==> src/rtl/uart_lcd_fmt_pkg.sv <==
// Shared constants for uart_rx_lcd_formatter: FSM state codes, HD44780
// command bytes, ASCII control codes and the printable range.
package uart_lcd_fmt_pkg;

  typedef logic [3:0] state_t;

  localparam state_t ST_IDLE   = 4'd0;
  localparam state_t ST_CHAR   = 4'd1;
  localparam state_t ST_WRAP   = 4'd2;
  localparam state_t ST_CR     = 4'd3;
  localparam state_t ST_LF     = 4'd4;
  localparam state_t ST_CLR    = 4'd5;
  localparam state_t ST_BS_MV1 = 4'd6;
  localparam state_t ST_BS_SP  = 4'd7;
  localparam state_t ST_BS_MV2 = 4'd8;

  localparam logic [7:0] LCD_CMD_CLEAR = 8'h01;
  localparam logic [7:0] LCD_CMD_DDRAM = 8'h80;

  localparam logic [7:0] ASCII_CR    = 8'h0D;
  localparam logic [7:0] ASCII_LF    = 8'h0A;
  localparam logic [7:0] ASCII_FF    = 8'h0C;
  localparam logic [7:0] ASCII_BS    = 8'h08;
  localparam logic [7:0] ASCII_SPACE = 8'h20;

  localparam logic [7:0] PRINT_LO = 8'h20;
  localparam logic [7:0] PRINT_HI = 8'h7E;

  function automatic logic is_printable(input logic [7:0] b);
    return (b >= PRINT_LO) && (b <= PRINT_HI);
  endfunction

  // LCD word with rs=0 (instruction register)
  function automatic logic [8:0] lcd_cmd(input logic [7:0] d);
    return {1'b0, d};
  endfunction

  // LCD word with rs=1 (data register, character write)
  function automatic logic [8:0] lcd_char(input logic [7:0] d);
    return {1'b1, d};
  endfunction

endpackage

==> src/rtl/uart_rx_lcd_formatter.sv <==
// uart_rx_lcd_formatter: turns received ASCII bytes into {rs,data} words for
// the LCD FIFO while tracking the cursor on a 2-line HD44780 display.
// Optional build macro UART_LCD_DROP_COUNT_EN adds a saturating drop_count
// output counting discarded unsupported bytes.
module uart_rx_lcd_formatter
  import uart_lcd_fmt_pkg::*;
#(
  parameter int         COLS       = 16,
  parameter logic [7:0] LINE1_BASE = 8'h40
) (
  input  logic       clk,
  input  logic       srst,
  input  logic       rx_valid,
  input  logic [7:0] rx_data,
  output logic       rx_ready,
  input  logic       fifo_full,
  output logic       fifo_wr_en,
  output logic [8:0] fifo_din
`ifdef UART_LCD_DROP_COUNT_EN
  ,
  output logic [7:0] drop_count
`endif
);

  localparam int CW = $clog2(COLS);
  localparam logic [CW-1:0] COL_ZERO = CW'(0);
  localparam logic [CW-1:0] COL_ONE  = CW'(1);
  localparam logic [CW-1:0] COL_LAST = CW'(COLS - 1);

  state_t          r_state;
  logic [8:0]      r_din;
  logic [CW-1:0]   r_col;
  logic            r_line;

  state_t          w_state_nxt;
  logic [8:0]      w_din_nxt;
  logic [CW-1:0]   w_col_nxt;
  logic            w_line_nxt;

  logic            w_accept;
  logic [7:0]      w_cur_base;
  logic [7:0]      w_oth_base;
  logic [7:0]      w_cur_addr;
  logic [7:0]      w_bs_addr;

  // Outputs are forced quiet while reset is held, even before the first edge.
  assign rx_ready   = !srst && (r_state == ST_IDLE);
  assign fifo_wr_en = !srst && (r_state != ST_IDLE) && !fifo_full;
  assign fifo_din   = srst ? 9'h000 : r_din;

  assign w_accept   = rx_valid && rx_ready;
  assign w_cur_base = r_line ? LINE1_BASE : 8'h00;
  assign w_oth_base = r_line ? 8'h00 : LINE1_BASE;
  assign w_cur_addr = LCD_CMD_DDRAM | (w_cur_base + 8'(r_col));
  // Backspace only starts with col>0, so this never underflows the line.
  assign w_bs_addr  = w_cur_addr - 8'd1;

  // Next-state, next-word and cursor update; each EMIT state advances on a write.
  always_comb begin
    w_state_nxt = r_state;
    w_din_nxt   = r_din;
    w_col_nxt   = r_col;
    w_line_nxt  = r_line;
    case (r_state)
      ST_IDLE: begin
        if (w_accept) begin
          if (is_printable(rx_data)) begin
            w_state_nxt = ST_CHAR;
            w_din_nxt   = lcd_char(rx_data);
          end else begin
            case (rx_data)
              ASCII_CR: begin
                w_state_nxt = ST_CR;
                w_din_nxt   = lcd_cmd(LCD_CMD_DDRAM | w_cur_base);
              end
              ASCII_LF: begin
                w_state_nxt = ST_LF;
                w_din_nxt   = lcd_cmd(LCD_CMD_DDRAM | w_oth_base);
              end
              ASCII_FF: begin
                w_state_nxt = ST_CLR;
                w_din_nxt   = lcd_cmd(LCD_CMD_CLEAR);
              end
              ASCII_BS: begin
                if (r_col != COL_ZERO) begin
                  w_state_nxt = ST_BS_MV1;
                  w_din_nxt   = lcd_cmd(w_bs_addr);
                end else begin
                  w_state_nxt = ST_IDLE;
                end
              end
              default: begin
                w_state_nxt = ST_IDLE;
              end
            endcase
          end
        end else begin
          w_state_nxt = ST_IDLE;
        end
      end
      ST_CHAR: begin
        if (fifo_wr_en) begin
          if (r_col == COL_LAST) begin
            w_state_nxt = ST_WRAP;
            w_din_nxt   = lcd_cmd(LCD_CMD_DDRAM | w_oth_base);
          end else begin
            w_state_nxt = ST_IDLE;
            w_col_nxt   = r_col + COL_ONE;
          end
        end else begin
          w_state_nxt = ST_CHAR;
        end
      end
      ST_WRAP, ST_LF: begin
        if (fifo_wr_en) begin
          w_state_nxt = ST_IDLE;
          w_line_nxt  = !r_line;
          w_col_nxt   = COL_ZERO;
        end else begin
          w_state_nxt = r_state;
        end
      end
      ST_CR: begin
        if (fifo_wr_en) begin
          w_state_nxt = ST_IDLE;
          w_col_nxt   = COL_ZERO;
        end else begin
          w_state_nxt = ST_CR;
        end
      end
      ST_CLR: begin
        if (fifo_wr_en) begin
          w_state_nxt = ST_IDLE;
          w_line_nxt  = 1'b0;
          w_col_nxt   = COL_ZERO;
        end else begin
          w_state_nxt = ST_CLR;
        end
      end
      ST_BS_MV1: begin
        if (fifo_wr_en) begin
          w_state_nxt = ST_BS_SP;
          w_din_nxt   = lcd_char(ASCII_SPACE);
        end else begin
          w_state_nxt = ST_BS_MV1;
        end
      end
      ST_BS_SP: begin
        if (fifo_wr_en) begin
          w_state_nxt = ST_BS_MV2;
          w_din_nxt   = lcd_cmd(w_bs_addr);
        end else begin
          w_state_nxt = ST_BS_SP;
        end
      end
      ST_BS_MV2: begin
        if (fifo_wr_en) begin
          w_state_nxt = ST_IDLE;
          w_col_nxt   = r_col - COL_ONE;
        end else begin
          w_state_nxt = ST_BS_MV2;
        end
      end
      default: begin
        w_state_nxt = ST_IDLE;
      end
    endcase
  end

  // FSM, output word and cursor registers.
  always_ff @(posedge clk) begin
    if (srst) begin
      r_state <= ST_IDLE;
      r_din   <= 9'h000;
      r_col   <= COL_ZERO;
      r_line  <= 1'b0;
    end else begin
      r_state <= w_state_nxt;
      r_din   <= w_din_nxt;
      r_col   <= w_col_nxt;
      r_line  <= w_line_nxt;
    end
  end

`ifdef UART_LCD_DROP_COUNT_EN
  logic [7:0] r_drop_cnt;
  logic       w_drop;

  // A drop is an accepted byte that is neither printable nor a known control
  // code; backspace at column 0 is a known code and is not counted.
  assign w_drop = w_accept && !is_printable(rx_data) &&
                  (rx_data != ASCII_CR) && (rx_data != ASCII_LF) &&
                  (rx_data != ASCII_FF) && (rx_data != ASCII_BS);

  assign drop_count = r_drop_cnt;

  // Saturating count of discarded bytes.
  always_ff @(posedge clk) begin
    if (srst) begin
      r_drop_cnt <= 8'h00;
    end else if (w_drop && (r_drop_cnt != 8'hFF)) begin
      r_drop_cnt <= r_drop_cnt + 8'h01;
    end else begin
      r_drop_cnt <= r_drop_cnt;
    end
  end
`endif

endmodule

==> config.mk <==
export PLATFORM = sky130hd
export DESIGN_NAME = uart_rx_lcd_formatter
export DESIGN_NICKNAME = d
export VERILOG_FILES = /design/src/rtl/uart_lcd_fmt_pkg.sv /design/src/rtl/uart_rx_lcd_formatter.sv
export SDC_FILE = /design/constraint.sdc
export NUM_CORES = 1
export LEC_CHECK = 0
export CAP_MARGIN = 20
export CORE_MARGIN = 2
export CORE_UTILIZATION = 50
export CTS_CLUSTER_DIAMETER = 200
export DETAILED_ROUTE_END_ITERATION = 6
export GPL_TIMING_DRIVEN = 0
export MAX_ROUTING_LAYER = met4
export PLACE_DENSITY = 0.75
export SLEW_MARGIN = 20
export SYNTH_ARGS = -nofsm -noshare
export SYNTH_HDL_FRONTEND = slang
export SYNTH_SLANG_ARGS = --single-unit
==> constraint.sdc <==
create_clock -name clk -period 2.26 [get_ports clk]
set_input_delay 0.452 -clock clk [delete_from_list [all_inputs] [get_ports clk]]
set_output_delay 0.452 -clock clk [all_outputs]
set_load 0.05 [all_outputs]
==> flow_summary.toml, run 1 <==
[status]
status = "complete, no violations"

[floorplan]
die_h_um = 62.7
start_util_pct = 52.0
coreArea_um2 = 3310
ios = 23
fp.dieW_um = 62.7
dieArea_um2 = 3930
rows = 21

[layout]
finalNonFillerCells = 287
multi_input_area_um2 = 1250
post-route-cell-area_um2 = 2060
n_antenna_cell = 0
fillerInstances = 321
final_cell_mix = "a21oi_1, dfxtp_1, nor2_1, nor2b_1, inv_1"
drive_gt1_share_pct = 25.7
synthToLayoutAreaGrowth_pct = 19.5
regArea_um2 = 362
final_core_util_pct = 62.2
final_common_cell = "a21oi_1"
finalNetCount = 261

[yosys]
seq_area_frac_synth_pct = 20.9
yosys.cell_types.count = 64
synth_area_per_cell_um2 = 7.98
synthFlopType = "dfxtp_1"
syn_inst = 216
syn-num-nets = 234
synth.area.top_cells = "dfxtp_1, a21oi_1, nor2b_1"
synth_area_um2 = 1720
synth_top_area_share_pct = 20.9
synth_edf_count = 0
synth_top_area_cell = "dfxtp_1"
synth_seq_cells = 18
yosysWarningCount = 0
synth-async-reset-ratio_pct = 0

[power_and_ir_drop]
p_int_mw = 0.473
p_per_area_nw_per_um2 = 351
pwr-share-seq_pct = 46.0
comb_power_share_pct = 28.8
p_leak_nw = 0.762
switching_share_pct = 34.5
p_sw_mw = 0.249
clock_power_share_pct = 25.2
irDropWorstVdd_mv = 0.275
p_total_mw = 0.722

[critical_path]
start_kind = "flop"
crit_chain = "buf_6, nor4b_4, ha_1, a21o_1, a21oi_2, xnor2_2, or4_1, o22ai_1"
required_ns = 2.50
reg2reg_slack_ns = 0.01
crit_path_end_kind = "flop"
critPathKind = "reg -> reg"
crit_path_max_fanout = 10
crit_buf_inv = 1
cpMaxStageDelayCell = "or4_1"
path_delay_family = "simple AND/OR/NAND/NOR gates"
critPathMaxStageDelay_ns = 0.40
arrival_ns = 2.48

[sta]
min_period_ns = 2.25
hold_violations = 0
grt_setup_unrepaired = "true"
fin_worst_skew_ns = 0.0103
hold_slack_ns = 0.543
finalCritPeriodShare_pct = 99.3
slew_viol_final = 0
setup_tns_ns = 0
fmax_ghz = 0.445
setup-violations-final = 0
worst_pin_slew_ns = 0.547
slew_headroom_pct = 63.6
setup_slack_ns = 0.0148

[drt]
wl_per_cell_um = 15.3
drc_errors = 0
wl_met1_um = 2100
routed-wl-met2_um = 2060
drtAntennaViolNets = 0
dr.pass1.iters = 4
wl_um = 4400
highest_layer = "met4"
viasPerCell = 6.02
met3WireLength_um = 199
drt_iter0_drc = 130
vias = 1729

[global_routing]
grt_pass1_vias = 1484
gr-total-overflow = 0
antenna_found_initial = 0
grt_first_pass_wirelength_um = 7310
grt_max_degree = 11
track_usage_pct = 23.3

[clock_network]
cts.reportedPaths.clkPinSlew_ns = 0.13
cts-buffers-inserted = 3
clkLatencyLatePin_ns = 0.31
cts_tree = "built"
clockRootBuffer = "clkbuf_4"
clock_path_buffers = 2
numClockSinks = 18
htreeDepth = 1
holdBufCountCts = 0

[flow_run]
cap_violations = 0

[placed_design]
dp_slack_ns = -0.955
hpwl_um = 3210
place.gp.congestion = 0.944
port_buffers = 19
dp.cells = 281
placed_area_um2 = 1980

[worst_hold_path]
hp-class = "reg -> reg"
==> cells in the mapped netlist, drive strengths merged, types with 3 or more instances <==
cell and number:
a41oi 3, nand2 6, o22ai 3, dfxtp 18, o21ai 8, ha 5, xnor2 3, a21oi 27
nor2b 15, or4 6, clkbuf 8, a211oi 8, nor2 16, nand3 4, buf 12, a22oi 4
and2 3, nor3 5, nor4 4, o31ai 3, nand4 3, inv 13
==> layout make-up <==
type / instances / area share (%)
plain buffers: 20 / 6.75
well taps: 46 / 2.80
clock buffers: 3 / 1.09
repair buffers: 22 / 8.57
inverters: 13 / 2.37
flip-flops and latches: 18 / 17.6
multi-input cells: 165 / 60.9
==> registers in the layout, indices dropped and copies added, names as in the netlist <==
register and cells:
r_din 9, r_col 4, r_line 1, r_state 4
==> final timing paths <==
path              startpoint       end  cells past startpoint
hold / removal      r_din[6]  r_din[6]                      2
hold reg to reg     r_din[6]  r_din[6]                      2
setup reg to reg  r_state[0]  r_col[3]                      8
setup / recovery  r_state[0]  r_col[3]                      8
==> power groups by stage <==
stage / Sequential (mW) / Clock (mW) / Combinational [mW]
floorplan: 0.337 / 0 / 0.143
global placement: 0.338 / 0 / 0.201
detailed placement: 0.339 / 0 / 0.203
CTS: 0.331 / 0.178 / 0.203
global route: 0.333 / 0.198 / 0.224
finish: 0.332 / 0.182 / 0.208
==> cell families (layout without fill, tap and decap cells) <==
| logic type | after synthesis | after routing | share of synthesized area (%) |
|---|---|---|---|
| flip-flops | 18 | 18 | 20.9 |
| AND/OR/NAND/NOR | 72 | 72 | 25.4 |
| AO/OA/AOI/OAI | 82 | 82 | 36.8 |
| buffers and inverters | 33 | 58 | 9.51 |
| adder cells (fa/ha/maj) | 6 | 6 | 4.79 |
| XOR/XNOR | 5 | 5 | 2.54 |
==> timing repair <==
| item | CTS | global route |
|---|---|---|
| gates resized for setup | 42 | 26 |
| endpoints found under the setup margin | 14 | 20 |
| hold endpoints to repair | 0 | 0 |
| pin swaps | 2 | 5 |
| buffers inserted | 1 | 2 |
==> per-layer routing <==
metal / vias up / track usage [%]
met3: 5 / 1.80
li1: 865 / -
met5: - / -
met1: 817 / 33.2
met2: 42 / 34.1
met4: 0 / 9.17
==> worst min-delay path, cell delays in order, from the launching register on <==
cell and delay, ns:
dfxtp_1 0.34, a21oi_2 0.12, a311oi_2 0.05
Power figures use the tool's default switching activity.
==> run 2, diff against run 1 <==
==> constraint.sdc (replaced) <==
create_clock -name clk -period 2.26 [get_ports clk]
set_input_delay 0.226 -clock clk [delete_from_list [all_inputs] [get_ports clk]]
set_output_delay 0.226 -clock clk [all_outputs]
set_load 0.05 [all_outputs]
==> run 2 against run 1 <==
Against the previous run: core utilization fell by 0.38 points; non-clock buffer count down 1; fmax barely moved; critical path depth is the same; flip-flop and latch count unchanged; design area fell by 0.61%; clock skew fell by 0.0079 ns; die area is the same; clock power decreased by 3%; sequential share of layout area grew 0.11 points; wire length shrank 1.8%; critical path type unchanged; critical endpoint unchanged.
==> flow_summary.toml, run 2 (synthesis results as in run 1) <==
[drt]
drtAntennaViolNets = 0
drc_errors = 0
drt_iter0_drc = 117
dr.pass1.iters = 4
wl_um = 4320
wl_per_cell_um = 15.1
viasPerCell = 6.04
vias = 1728

[worst_hold_path]
holdPathStages = 3
hp-class = "in -> reg"

[floorplan]
fp.dieW_um = 62.7
start_util_pct = 52.0
coreArea_um2 = 3310
ios = 23
dieArea_um2 = 3930
die_h_um = 62.7
rows = 21

[power_and_ir_drop]
switching_share_pct = 33.8
p_int_mw = 0.472
p_total_mw = 0.713
pwr-share-seq_pct = 46.5
p_sw_mw = 0.241
clock_power_share_pct = 24.6
p_per_area_nw_per_um2 = 349
p_leak_nw = 0.712
comb_power_share_pct = 28.8
irDropWorstVdd_mv = 0.261

[critical_path]
crit_path_max_fanout = 10
crit_path_end_kind = "flop"
critPathKind = "reg -> reg"
required_ns = 2.50
arrival_ns = 2.49
ff2ff_path_depth = 8
start_kind = "flop"

[placed_design]
hpwl_um = 3210
port_buffers = 19
place.gp.congestion = 0.944

[layout]
largest_reg_flops = 9
final_common_cell = "a21oi_1"
n_antenna_cell = 0
drive_gt1_share_pct = 20.4
finalNetCount = 260
final_cell_mix = "a21oi_1, dfxtp_1, nor2_1, nor2b_1, clkdlybuf4s50_1"
synthToLayoutAreaGrowth_pct = 18.7
largest_register = "r_din"
top_regs = "r_din x9, r_col x4, r_state x4"
fillerInstances = 321

[global_routing]
grt_util_met2_pct = 34.4
grt_use_met3_pct = 1.80
use_met1_pct = 33.1
antenna_found_initial = 0
grt_max_degree = 11
gr-total-overflow = 0
grt_pass1_vias = 1488
grt_first_pass_wirelength_um = 7310
track_usage_pct = 23.3
busiest_layer = "met2"

[clock_network]
clock_path_buffers = 2
clkLatencyLatePin_ns = 0.30
cts-buffers-inserted = 3
cts_tree = "built"
htreeDepth = 1
numClockSinks = 18
holdBufCountCts = 0
cts.reportedPaths.clkPinSlew_ns = 0.11
clockRootBuffer = "clkbuf_4"

[sta]
fmax_ghz = 0.445
setup-violations-final = 0
grt_setup_unrepaired = "true"
hold_violations = 0
setup_tns_ns = 0
finalCritPeriodShare_pct = 99.4
fin_worst_skew_ns = 0.00244
slew_headroom_pct = 63.8
worst_pin_slew_ns = 0.542
slew_viol_final = 0
min_period_ns = 2.25

[status]
status = "complete, no violations"

[flow_run]
cap_violations = 0
## run 2: changes by cell type in the layout (fill, tap and decap cells not counted), moves of 2 or more
| cell | delta |
|---|---|
| clkbuf_4 | -2 |
| clkbuf_1 | +2 |
| dlymetal6s2s_1 | -3 |
| buf_2 | -2 |
| buf_4 | -2 |
| clkbuf_2 | -5 |
| clkdlybuf4s50_1 | +10 |
| dlygate4sd2_1 | +2 |
## run 2: critical path, stage by stage, from the launching register on
cell and delay (ns):
dfxtp_2 0.35, buf_6 0.14, nor4b_4 0.39, ha_1 0.31, a21o_1 0.18, a21oi_2 0.16, xnor2_2 0.08, or4_1 0.40
o22ai_1 0.17
## run 2: final cells by class
class                   count  area [um2]  share of cell area, %
repair buffers             21         196                   9.60
plain buffers              20         129                   6.30
flip-flops and latches     18         362                   17.7
clock buffers               3        22.5                   1.10
inverters                  13        48.8                   2.39
well taps                  46        57.6                   2.81
multi-input cells         165        1230                   60.1
## run 2: routing by layer
metal	share of wire, %	vias up	wire [um]
li1	-	861	-
met1	47	810	2010
met2	46	50	1980
met3	6.6	7	283
met4	1.1	0	47
met5	0	-	0
## run 2: path summary, 6_finish.rpt
kind	from	endpoint	slack, ns
worst min-delay path	rx_data[3]	r_din[3]	0.42
worst max-delay path	r_state[0]	r_col[3]	0.01
worst max register to register	r_state[0]	r_col[3]	0.01
worst min register to register	r_din[6]	r_din[6]	0.54
## run 2: repair_timing
action	CTS	global route
endpoints found under the hold margin	0	0
pin swaps	2	4
buffers inserted	1	1
endpoints found under the setup margin	8	6
gates cloned	0	0
gates resized for setup	11	10
## run 2: per-stage QoR
step / setup slack, ns / utilization [%] / hold WS [ns] / instance area (um2) / instances
CTS: 0.0000600 / 61.0 / 0.416 / 2020 / 285
global placement: -0.485 / 59.7 / 0.510 / 1980 / 281
finish: 0.0145 / 61.8 / 0.418 / 2050 / 286
global route: -0.0970 / 61.8 / 0.435 / 2050 / 286
detailed placement: -0.503 / 59.7 / 0.528 / 1980 / 281
floorplan: 0.142 / - / 0.367 / 1730 / 216
## run 2: power groups by stage
stage,combinational [mW],clock [mW],sequential (mW)
2_1_floorplan,0.143,0,0.337
3_3_place_gp,0.201,0,0.338
3_5_place_dp,0.203,0,0.339
4_1_cts,0.203,0.178,0.331
5_1_grt,0.222,0.198,0.333
6_report,0.206,0.176,0.332
==> run 3, diff against run 2 <==
CORE_UTILIZATION = 40   (was 50)
PLACE_DENSITY = 0.62   (was 0.75)
==> run 3 against run 2 <==
Against the previous run: wire length is 11% higher; first-iteration DRC count up 38%; register-to-register slack about the same; sequential power is essentially flat; critical path depth unchanged; total power up 16%; via count is 0.81% higher; combinational power up 4%; worst setup slack gained 0.0025 ns; flip-flop and latch count is the same; non-clock buffer count increased by 3; core utilization decreased by 10 points; critical path type unchanged; critical endpoint is now r_col[2].
==> flow_summary.toml, run 3 (synthesis results as in run 1) <==
[floorplan]
coreArea_um2 = 4090
ios = 23
start_util_pct = 42.2
rows = 23
dieArea_um2 = 4850
die_h_um = 69.6
fp.dieW_um = 69.6

[layout]
multi_input_area_um2 = 1240
final_common_cell = "a21oi_1"
final_cell_mix = "a21oi_1, nor2_1, dfxtp_1, nor2b_1, clkdlybuf4s50_1"
regArea_um2 = 363
post-route-cell-area_um2 = 2120
n_antenna_cell = 0
drive_gt1_share_pct = 24.2
top_regs = "r_din x9, r_col x4, r_state x4"
final_core_util_pct = 51.8
largest_reg_flops = 9
synthToLayoutAreaGrowth_pct = 22.8
finalNetCount = 263
fillerInstances = 410
largest_register = "r_din"

[clock_network]
clock_path_buffers = 2
clkLatencyLatePin_ns = 0.27
cts_tree = "built"
numClockSinks = 18
clockRootBuffer = "clkbuf_8"
cts.reportedPaths.clkPinSlew_ns = 0.08
cts-buffers-inserted = 3
htreeDepth = 1

[critical_path]
arrival_ns = 2.44
crit_path_end_kind = "flop"
path_delay_family = "simple AND/OR/NAND/NOR gates"
reg2reg_slack_ns = 0.02
cpMaxStageDelayCell = "or4_1"
crit_path_max_fanout = 4
crit_buf_inv = 3
ff2ff_path_depth = 8
reg2reg_from = "r_state[0]"
critPathKind = "reg -> reg"
start_kind = "flop"
critPathMaxStageDelay_ns = 0.53
r2r_end = "r_col[2]"
required_ns = 2.46
crit_chain = "buf_6, nor4b_4, buf_4, inv_2, fa_2, xor2_1, or4_1, a21oi_2"

[drt]
viasPerCell = 5.93
wl_per_cell_um = 16.3
wl_um = 4800
wl_met1_um = 2330
highest_layer = "met4"
drtAntennaViolNets = 0
drc_errors = 0
met3WireLength_um = 180
drt_iter0_drc = 162
dr.pass1.iters = 4
vias = 1742
routed-wl-met2_um = 2240

[placed_design]
placed_area_um2 = 1980
place.gp.congestion = 0.886
port_buffers = 19
hpwl_um = 3470
dp_slack_ns = -0.543

[sta]
slew_viol_final = 0
setup-violations-final = 0
grt_setup_unrepaired = "true"
setup_tns_ns = 0
worst_pin_slew_ns = 0.580
min_period_ns = 2.24
setup_slack_ns = 0.0170
hold_violations = 0
slew_headroom_pct = 61.3
fin_worst_skew_ns = 0.00521
finalCritPeriodShare_pct = 99.2
fmax_ghz = 0.446

[worst_hold_path]
holdPathEnd = "r_state[1]"
hp-class = "in -> reg"
worstHoldStart = "rx_data[1]"
holdPathStages = 4

[global_routing]
grt_pass1_vias = 1583
gr-total-overflow = 0
track_usage_pct = 20.2
grt_max_degree = 11
grt_first_pass_wirelength_um = 7870
antenna_found_initial = 0

[status]
status = "complete, no violations"

[power_and_ir_drop]
p_per_area_nw_per_um2 = 393
clock_power_share_pct = 34.4
switching_share_pct = 31.7
irDropWorstVdd_mv = 0.321
p_sw_mw = 0.263
p_int_mw = 0.568
p_total_mw = 0.831
p_leak_nw = 0.744
pwr-share-seq_pct = 39.9
comb_power_share_pct = 25.7

[flow_run]
cap_violations = 0
-- run 3: cell count changes in the layout (fill, tap and decap cells not counted), sizes merged --
cell	previous run	this run
clkdlybuf4s15	1	0
buf	14	17
dlygate4sd2	3	4
clkbuf	12	13
-- run 3: metrics by stage --
stage               hold slack [ns]  cells
finish                        0.450    294
global route                  0.476    294
CTS                           0.454    290
detailed placement            0.529    285
global placement              0.514    285
floorplan                     0.367    216
-- run 3: worst max-delay path by stage --
stage	from	to	depth (start not counted)
5_1_grt	r_state[0]	r_col[2]	8
2_1_floorplan	r_state[0]	r_col[3]	8
3_5_place_dp	srst	fifo_din[6]	5
3_3_place_gp	srst	fifo_din[5]	5
4_1_cts	r_state[0]	r_col[3]	8
6_report	r_state[0]	r_col[2]	8
-- run 3: final cells by class --
class	count	share of cell area, %
Tap cell	50	2.96
Sequential cell	18	17.1
Multi-Input combinational cell	165	58.4
Clock buffer	4	2.60
Inverter	13	2.31
Buffer	19	5.91
Timing Repair Buffer	25	10.6
-- run 3: worst reg2reg max path, cell delays in order, from the launching register on --
cell and delay [ns]:
dfxtp_2 0.34, buf_6 0.12, nor4b_4 0.37, buf_4 0.18
inv_2 0.04, fa_2 0.33, xor2_1 0.14, or4_1 0.53
a21oi_2 0.13
-- run 3: power by group through the flow --
stage               logic (mW)  clock network, mW  registers [mW]
floorplan                0.143                  0           0.337
global route             0.230              0.304           0.333
CTS                      0.205              0.287           0.331
finish                   0.214              0.285           0.332
detailed placement       0.205                  0           0.339
global placement         0.204                  0           0.339
-- run 3: what timing repair did --
item	in CTS	in global routing
endpoints found under the setup margin	8	14
pin swaps	2	4
hold buffers	0	0
resized for setup	11	17
buffers inserted	1	5
-- run 3: metal layers --
layer | global-route usage (%) | up-vias
met1 | 28.5 | 830
li1 | - | 866
met2 | 30.7 | 39
met3 | 3.05 | 7
met5 | - | -
met4 | 4.27 | 0
